**config.mk**
```make
export PLATFORM = sky130hd
export DESIGN_NAME = seq_job_arbiter
export DESIGN_NICKNAME = d
export VERILOG_FILES = /design/src/rtl/seq_job_arbiter.sv
export SDC_FILE = /design/constraint.sdc
export NUM_CORES = 1
export LEC_CHECK = 0
export CAP_MARGIN = 20
export CORE_AREA = 2 2 136 138
export DETAILED_ROUTE_END_ITERATION = 7
export DIE_AREA = 0 0 138 140
export PLACE_DENSITY_LB_ADDON = 0.3
export SLEW_MARGIN = 20
export SYNTH_ARGS = -nofsm -noshare
export SYNTH_HDL_FRONTEND = slang
export SYNTH_SLANG_ARGS = --single-unit
export TNS_END_PERCENT = 50
```
**constraint.sdc**
```tcl
create_clock -name clk -period 7.1 [get_ports clk]
set_input_delay 1.42 -clock clk [delete_from_list [all_inputs] [get_ports clk]]
set_output_delay 1.42 -clock clk [all_outputs]
set_load 0.1 [all_outputs]
```
**src/rtl/seq_job_arbiter.sv**
```systemverilog
// seq_job_arbiter: forwards whole jobs from NUM_LANES lanes, in lane rotation order, into one seq_serializer port via a single output register.
// Define SEQ_ARB_PERF_EN to add the perf_* counters and the perf_clear input.
`ifndef SEQ_LL_BITS
`define SEQ_LL_BITS 16
`endif
`ifndef SEQ_ML_BITS
`define SEQ_ML_BITS 16
`endif
`ifndef SEQ_OFFSET_BITS
`define SEQ_OFFSET_BITS 16
`endif

module seq_job_arbiter #(
  parameter int NUM_LANES     = 4,
  parameter int LANE_IDX_BITS = $clog2(NUM_LANES)
) (
  input  logic                                  clk,
  input  logic                                  rst_n,
  input  logic                                  cfg_enable,
  input  logic [NUM_LANES-1:0]                  cfg_lane_mask,
  input  logic [NUM_LANES-1:0]                  lane_valid,
  input  logic [NUM_LANES*`SEQ_LL_BITS-1:0]     lane_ll,
  input  logic [NUM_LANES*`SEQ_ML_BITS-1:0]     lane_ml,
  input  logic [NUM_LANES*`SEQ_OFFSET_BITS-1:0] lane_offset,
  input  logic [NUM_LANES-1:0]                  lane_eoj,
  input  logic [NUM_LANES*`SEQ_ML_BITS-1:0]     lane_overlap_len,
  input  logic [NUM_LANES-1:0]                  lane_delim,
  output logic [NUM_LANES-1:0]                  lane_ready,
  output logic                                  o_valid,
  output logic [`SEQ_LL_BITS-1:0]               o_ll,
  output logic [`SEQ_ML_BITS-1:0]               o_ml,
  output logic [`SEQ_OFFSET_BITS-1:0]           o_offset,
  output logic                                  o_eoj,
  output logic [`SEQ_ML_BITS-1:0]               o_overlap_len,
  output logic                                  o_delim,
  input  logic                                  o_ready,
  output logic [LANE_IDX_BITS-1:0]              o_cur_lane,
  output logic                                  o_job_done,
  output logic [LANE_IDX_BITS-1:0]              o_job_done_lane
`ifdef SEQ_ARB_PERF_EN
  ,
  input  logic                                  perf_clear,
  output logic [31:0]                           perf_jobs,
  output logic [31:0]                           perf_seqs,
  output logic [31:0]                           perf_starve,
  output logic [31:0]                           perf_backpress
`endif
);
  localparam int LW = `SEQ_LL_BITS;
  localparam int MW = `SEQ_ML_BITS;
  localparam int OW = `SEQ_OFFSET_BITS;
  typedef enum logic {S_GRANT, S_HALT} state_t;
  state_t state_q, state_d;
  logic [LANE_IDX_BITS-1:0] cur_lane_q, cur_lane_d, done_lane_q, done_lane_d, low_lane, next_lane;
  logic [2*NUM_LANES-1:0] rot;
  int nxt;
  logic in_job_q, in_job_d, valid_q, valid_d, eoj_q, eoj_d, delim_q, delim_d, done_q, done_d;
  logic [LW-1:0] ll_q, ll_d;
  logic [MW-1:0] ml_q, ml_d, ovl_q, ovl_d;
  logic [OW-1:0] off_q, off_d;
  logic mask_ok, load, realign, accept, sel_eoj, sel_delim;

  always_comb begin
    low_lane = '0;
    for (int i = NUM_LANES-1; i >= 0; i--) if (cfg_lane_mask[i]) low_lane = LANE_IDX_BITS'(i);
  end

  // Rotating the doubled mask puts the lanes after cur_lane at bits 1..NUM_LANES-1.
  always_comb begin
    rot = {cfg_lane_mask, cfg_lane_mask} >> cur_lane_q;
    nxt = int'(cur_lane_q);
    for (int i = NUM_LANES-1; i >= 1; i--) if (rot[i]) nxt = int'(cur_lane_q) + i;
    next_lane = LANE_IDX_BITS'(nxt >= NUM_LANES ? nxt - NUM_LANES : nxt);
  end

  // A lane dropped from the mask keeps its grant until its job ends; only between jobs is it moved.
  always_comb begin
    mask_ok = |cfg_lane_mask;
    load = !valid_q | o_ready;
    realign = !in_job_q & !cfg_lane_mask[cur_lane_q] & mask_ok;
    lane_ready = (state_q == S_GRANT & cfg_enable & mask_ok & !realign & load) ? NUM_LANES'(1) << cur_lane_q : '0;
    accept = lane_valid[cur_lane_q] & lane_ready[cur_lane_q];
    sel_eoj = lane_eoj[cur_lane_q];
    sel_delim = lane_delim[cur_lane_q];
    state_d = (cfg_enable & mask_ok) ? S_GRANT : S_HALT;
    valid_d = load ? accept : valid_q;
    ll_d = accept ? lane_ll[cur_lane_q*LW +: LW] : ll_q;
    ml_d = accept ? lane_ml[cur_lane_q*MW +: MW] : ml_q;
    off_d = accept ? lane_offset[cur_lane_q*OW +: OW] : off_q;
    ovl_d = accept ? lane_overlap_len[cur_lane_q*MW +: MW] : ovl_q;
    eoj_d = accept ? sel_eoj : eoj_q;
    delim_d = accept ? sel_delim : delim_q;
    done_d = accept & sel_eoj;
    done_lane_d = done_d ? cur_lane_q : done_lane_q;
    in_job_d = accept ? !sel_eoj : in_job_q;
    cur_lane_d = realign ? low_lane : done_d ? (sel_delim ? low_lane : next_lane) : cur_lane_q;
  end

  always_ff @(posedge clk or negedge rst_n) begin
    if (!rst_n) begin
      state_q <= S_GRANT;
      cur_lane_q <= '0;
      in_job_q <= 1'b0;
      valid_q <= 1'b0;
      ll_q <= '0;
      ml_q <= '0;
      off_q <= '0;
      ovl_q <= '0;
      eoj_q <= 1'b0;
      delim_q <= 1'b0;
      done_q <= 1'b0;
      done_lane_q <= '0;
    end else begin
      state_q <= state_d;
      cur_lane_q <= cur_lane_d;
      in_job_q <= in_job_d;
      valid_q <= valid_d;
      ll_q <= ll_d;
      ml_q <= ml_d;
      off_q <= off_d;
      ovl_q <= ovl_d;
      eoj_q <= eoj_d;
      delim_q <= delim_d;
      done_q <= done_d;
      done_lane_q <= done_lane_d;
    end
  end

  assign o_valid = valid_q;
  assign o_ll = ll_q;
  assign o_ml = ml_q;
  assign o_offset = off_q;
  assign o_overlap_len = ovl_q;
  assign o_eoj = eoj_q;
  assign o_delim = delim_q;
  assign o_job_done = done_q;
  assign o_job_done_lane = done_lane_q;
  assign o_cur_lane = realign ? low_lane : cur_lane_q;

  assert property (@(posedge clk) disable iff (!rst_n) !(accept & sel_delim & !sel_eoj))
    else $fatal(1, "seq_job_arbiter: lane_delim accepted without lane_eoj");

`ifdef SEQ_ARB_PERF_EN
  logic [31:0] jobs_q, jobs_d, seqs_q, seqs_d, starve_q, starve_d, bp_q, bp_d;
  always_comb begin
    jobs_d = perf_clear ? '0 : jobs_q + 32'(done_d);
    seqs_d = perf_clear ? '0 : seqs_q + 32'(accept);
    starve_d = perf_clear ? '0 : starve_q + 32'(state_q == S_GRANT & load & !lane_valid[cur_lane_q]);
    bp_d = perf_clear ? '0 : bp_q + 32'(valid_q & !o_ready);
  end
  always_ff @(posedge clk or negedge rst_n) begin
    if (!rst_n) begin
      jobs_q <= '0;
      seqs_q <= '0;
      starve_q <= '0;
      bp_q <= '0;
    end else begin
      jobs_q <= jobs_d;
      seqs_q <= seqs_d;
      starve_q <= starve_d;
      bp_q <= bp_d;
    end
  end
  assign perf_jobs = jobs_q;
  assign perf_seqs = seqs_q;
  assign perf_starve = starve_q;
  assign perf_backpress = bp_q;
`endif
endmodule

```
Word-level counts from Yosys, hierarchy flattened
Cells that the tools add are included.

cells by class
  bitwise gates (word level) = 11
  add/subtract/negate cells = 4
  multiplexer cells = 24
  order comparisons = 2
  shifts and indexed selects = 6
  reduce and logical (&&, ||, !) cells = 7

operators by type and width
  cell                                                                          count
  64-bit by 7-bit variable part select with 16-bit output                       4
  32-bit 2-to-1 mux                                                             2
  32-bit by 4-bit >= comparator with 1-bit output, second input constant        1
  2-bit 2-to-1 mux                                                              9
  1-bit binary-select mux with 2-bit select                                     5
  1-bit AND                                                                     9
  8-bit by 2-bit >> shifter with 4-bit output                                   1
  2-bit by 2-bit adder with 3-bit output, second input constant                 2
  1-bit 2-to-1 mux                                                              6
  1-bit logical NOT                                                             5
  4-bit 2-to-1 mux                                                              1
  4-bit OR reduction                                                            1
  1-bit by 2-bit << shifter with 4-bit output, first input constant             1
  2-bit by 1-bit adder with 3-bit output, second input constant                 1
  2-bit by 3-bit less-than comparator with 1-bit output, second input constant  1
  3-bit 2-to-1 mux                                                              1
  2-bit nonzero test                                                            1
  2-bit by 1-bit subtractor with 2-bit output, second input constant            1
  1-bit inverter                                                                1
  1-bit OR                                                                      1

word-level totals
  word-level logic and storage cells = 66
  output and inout bits = 76
  input port bits = 276
  bits in registers = 74

Logic depth before layout (Yosys ltp)
  depth in word-level cells = 15
  mapped depth = 9
  mapped depth without buffers = 7

Worst setup path before layout
Ideal clock, no wire load.

  path kind = input port to output port
  start point = input port cfg_lane_mask[2]
  end point = output port o_cur_lane[0]
  data required time = 5680 ps
  slack = 1359 ps
  stages on the path = 5
  arrival = 4321 ps
  path buffers = 2
  cells stage by stage = buf_2 -> nor4_1 -> nor3_4 -> buf_2 -> o21ai_0

on the way
  word-level cells in the longest chain between the ends = 6
  elaborated cells between the ends (all ways) = 10
  classes of those cells = 6 x mux; 2 x bitwise; 2 x reduce/logical

RTL lines
  what                                       RTL line  source
  start: declaration                         20        input logic [NUM_LANES-1:0] cfg_lane_mask,
  1-bit binary-select mux with 2-bit select  80        realign = !in_job_q & !cfg_lane_mask[cur_lane_q] & mask_ok;
  1-bit 2-to-1 mux (implied by the code)     80
  1-bit logical NOT                          80
  1-bit AND (2 in a row)                     80
  2-bit 2-to-1 mux *                         138       assign o_cur_lane = realign ? low_lane : cur_lane_q;
  end: declaration                           37        output logic [LANE_IDX_BITS-1:0] o_cur_lane,

Mark *: on every way between the ends. The rest lies on a longest branch, timed or not. The select of a mux whose other input is x is not followed.

Worst setup path in the final report
  start point = input port cfg_lane_mask[0]
  end point = output port o_cur_lane[0]

Same word-level chain as after synthesis.

==> results.md <==
* Syn_area_per_cell at 15.4 sq um
* Root Driver: clkbuf_16
* Via density at 4.90
* Met2 routed WL at 9080 microns
* Setup tns final at 0 ns
* Total GRT Usage at 17.7%
* Ys async rst share at 100%
* Sequential share of power at 19.6%
* Final hold vios at 0
* Area leader, netlist: dfrtp_1
* Clock buffer depth at 2
* Drt initial violations at 145
* CTS buffer count at 9
* Postcts setup bufs at 0
* Vias in the first global route at 4695
* Initial core utilization at 27.3%
* Final setup violating endpoints at 0
* Routed met1 length at 6480 microns
* WHS at 0.495 ns
* Met3 WL at 1120 microns
* Cells on worst reg2reg path at 9
* # resized after CTS at 0
* Worst Setup Path Type: primary input to primary output
* Max IR drop VDD at 0.297 mV
* Global route overflow at 0
* Max Clk Rate at 170 MHz
* Pwr Density at 490 nW/um^2
* Inserted Diodes at 0
* First-pass GRT wire length at 26900 microns
* H-Tree Depth at 3
* Crit path max fanout at 15
* Slew Limit Fails at 0
* HPWL after detailed placement at 13600 microns
* Die H at 140 microns
* Routed wire length at 17100 microns
* FF-to-FF setup slack at 3.16 ns
* WL per Instance at 19.4 microns
* Req. time, crit path at 5.68 ns
* Die width at 138 microns
* Seq/Total Area, Yosys at 38.2%
* Hold Startpoint: o_job_done_lane[1]
* Synth Instances at 315
* Largest net degree at the start of global routing at 84
* Flops & latches, synth at 74
* # rows at 49
* DRC Markers at 0
* Max-Slew Margin vs Limit at 27.2%
* Psw at 2.36 mW
* Initial antenna violation count at 0
* Synth cell count leaders: dfrtp_1, mux4_2, mux2_2, buf_2, clkbuf_1
* Net count after synthesis at 595
* Status: finished clean
* Via count at 4335
* Buffers on Ports at 351
* First drt pass iteration count at 4
* Placed Instances at 868
* Final Critical Period at 5.87 ns
* Routability Congestion at 0.949
* Critical path capture point type: primary output
* Hold depth at 1
* Top-count cell post-synth: dfrtp_1
* Number of max-cap violations at 0
* Die ar. at 19300 sq um
* Clk pwr share at 11.9%
* Layout cells sized above 1 at 24.6%
* Routed Antenna Nets at 0
* CP Launch Type: primary input
* IO Count at 352
* Area delta synth->final at 83.3%
* Yosys warns at 0
* CP arrival at 4.45 ns
* Area of the core at 17800 sq um
* Worst clock skew at 0.00649 ns
* Worst-Skew Late Latency at 0.34 ns
* Clock Sinks at 74
* Comb power frac at 68.4%
* Switch share at 54.2%
* Cell-internal power at 2.00 mW
* TritonCTS clock tree: done
* Leak pwr at 3.38 nW
* Crit path from: cfg_lane_mask[0]
* Post-synth EDFFs at 0
* Clock-pin transition on the worst setup and hold timing paths at 0.06 ns
* Synth top area cells: dfrtp_1, mux4_2, mux2_2, mux2_4, buf_2
* Worst Tran Pin Value at 1.09 ns
* Synthesized area at 4850 sq um
* Fin nets at 931
* Cts hold-fix bufs at 0
* Top Layer Used: met4
* Yosys cell types at 41
* Top FF cell, synth: dfrtp_1
* Fin crit share at 82.7%
* Min-Delay Path Class: flop to flop
* Share of the synthesized area in the top cell type at 38.2%
* Fill cell count at 1567
* Non-Filler Instances at 884
* Unrepaired setup endpoints after global routing: no
* Reg-to-reg startpoint: cur_lane_q[0]
power by group through the flow:
stage | Sequential [mW] | Combinational, mW | Clock, mW
detailed placement | 0.875 | 3.00 | 0
floorplan | 2.19 | 0.897 | 0
CTS | 0.868 | 3.01 | 0.544
finish | 0.857 | 2.99 | 0.520
global route | 0.903 | 3.08 | 0.559
global placement | 0.862 | 2.99 | 0
flip-flops by register name (all words and copies together) (netlist names), 2 cells and up:
| register | count |
|---|---|
| o_overlap_len | 16 |
| o_ml | 16 |
| o_job_done_lane | 2 |
| cur_lane_q | 2 |
| o_ll | 16 |
| o_offset | 16 |
routing by layer:
metal | up-vias | track usage (%)
li1 | 1930 | -
met1 | 2153 | 20.9
met2 | 224 | 31.6
met3 | 28 | 4.07
met4 | 0 | 6.44
met5 | - | 0
path summary, 6_finish.rpt:
check	to
min	o_job_done_lane[1]
min reg2reg	o_job_done_lane[1]
max	o_cur_lane[0]
max reg2reg	o_job_done_lane[0]
max in group asynchronous	cur_lane_q[1]
min in group asynchronous	o_ml[5]
cell usage in the layout (no fill, tap or decap), types with 2 or more instances in the layout:
| cell type | instances |
|---|---|
| nor2b_1 | 2 |
| mux4_2 | 69 |
| a21oi_1 | 4 |
| ha_1 | 4 |
| clkdlybuf4s50_1 | 350 |
| nand2_1 | 3 |
| bufinv_16 | 3 |
| o21ai_0 | 6 |
| inv_1 | 6 |
| o21bai_1 | 2 |
| mux2_2 | 59 |
| a211o_1 | 3 |
| nor2_1 | 6 |
| nor3b_1 | 2 |
| mux2i_1 | 3 |
| buf_4 | 4 |
| nand2b_1 | 4 |
| mux2_4 | 7 |
| clkbuf_16 | 9 |
| and2_1 | 8 |
| mux2_1 | 2 |
| dfrtp_1 | 72 |
| nor3_1 | 3 |
| dfrtp_4 | 2 |
cell type report:
class	instances	area, sq um	share of cell area (%)
inverter	6	22.5	0.253
sequential	74	1860	20.9
timing repair buffer	355	3560	40.0
multi-input combinational	205	2830	31.8
clock buffer	10	239	2.69
clock inverter	5	103	1.15
tap	229	287	3.22
cell families after synthesis:
logic type | synth area share [%]
multiplexers | 49.0
flip-flops | 38.2
AND/OR/NAND/NOR | 5.29
buffers and inverters | 3.61
AO/OA/AOI/OAI | 2.97
adder cells (fa/ha/maj) | 1.03
metrics by stage:
stage | power (mW) | area, sq um | utilization, % | setup slack, ns
2_1_floorplan | 3.09 | 4850 | - | 1.36
4_1_cts | 4.42 | 8870 | 49.9 | 1.25
3_5_place_dp | 3.88 | 8530 | 48.0 | 1.25
3_3_place_gp | 3.85 | 8530 | 48.0 | 1.35
6_report | 4.36 | 8900 | 50.0 | 1.23
5_1_grt | 4.54 | 8900 | 50.0 | 1.04
critical path, cell delays in order:
cell             delay (ns)
clkdlybuf4s50_1        0.64
mux4_2                 0.58
nor3_4                 0.41
nand2_1                0.11
o21ai_0                0.11
clkdlybuf4s50_1        1.17
Note: power is estimated with default switching activity, not from simulation.
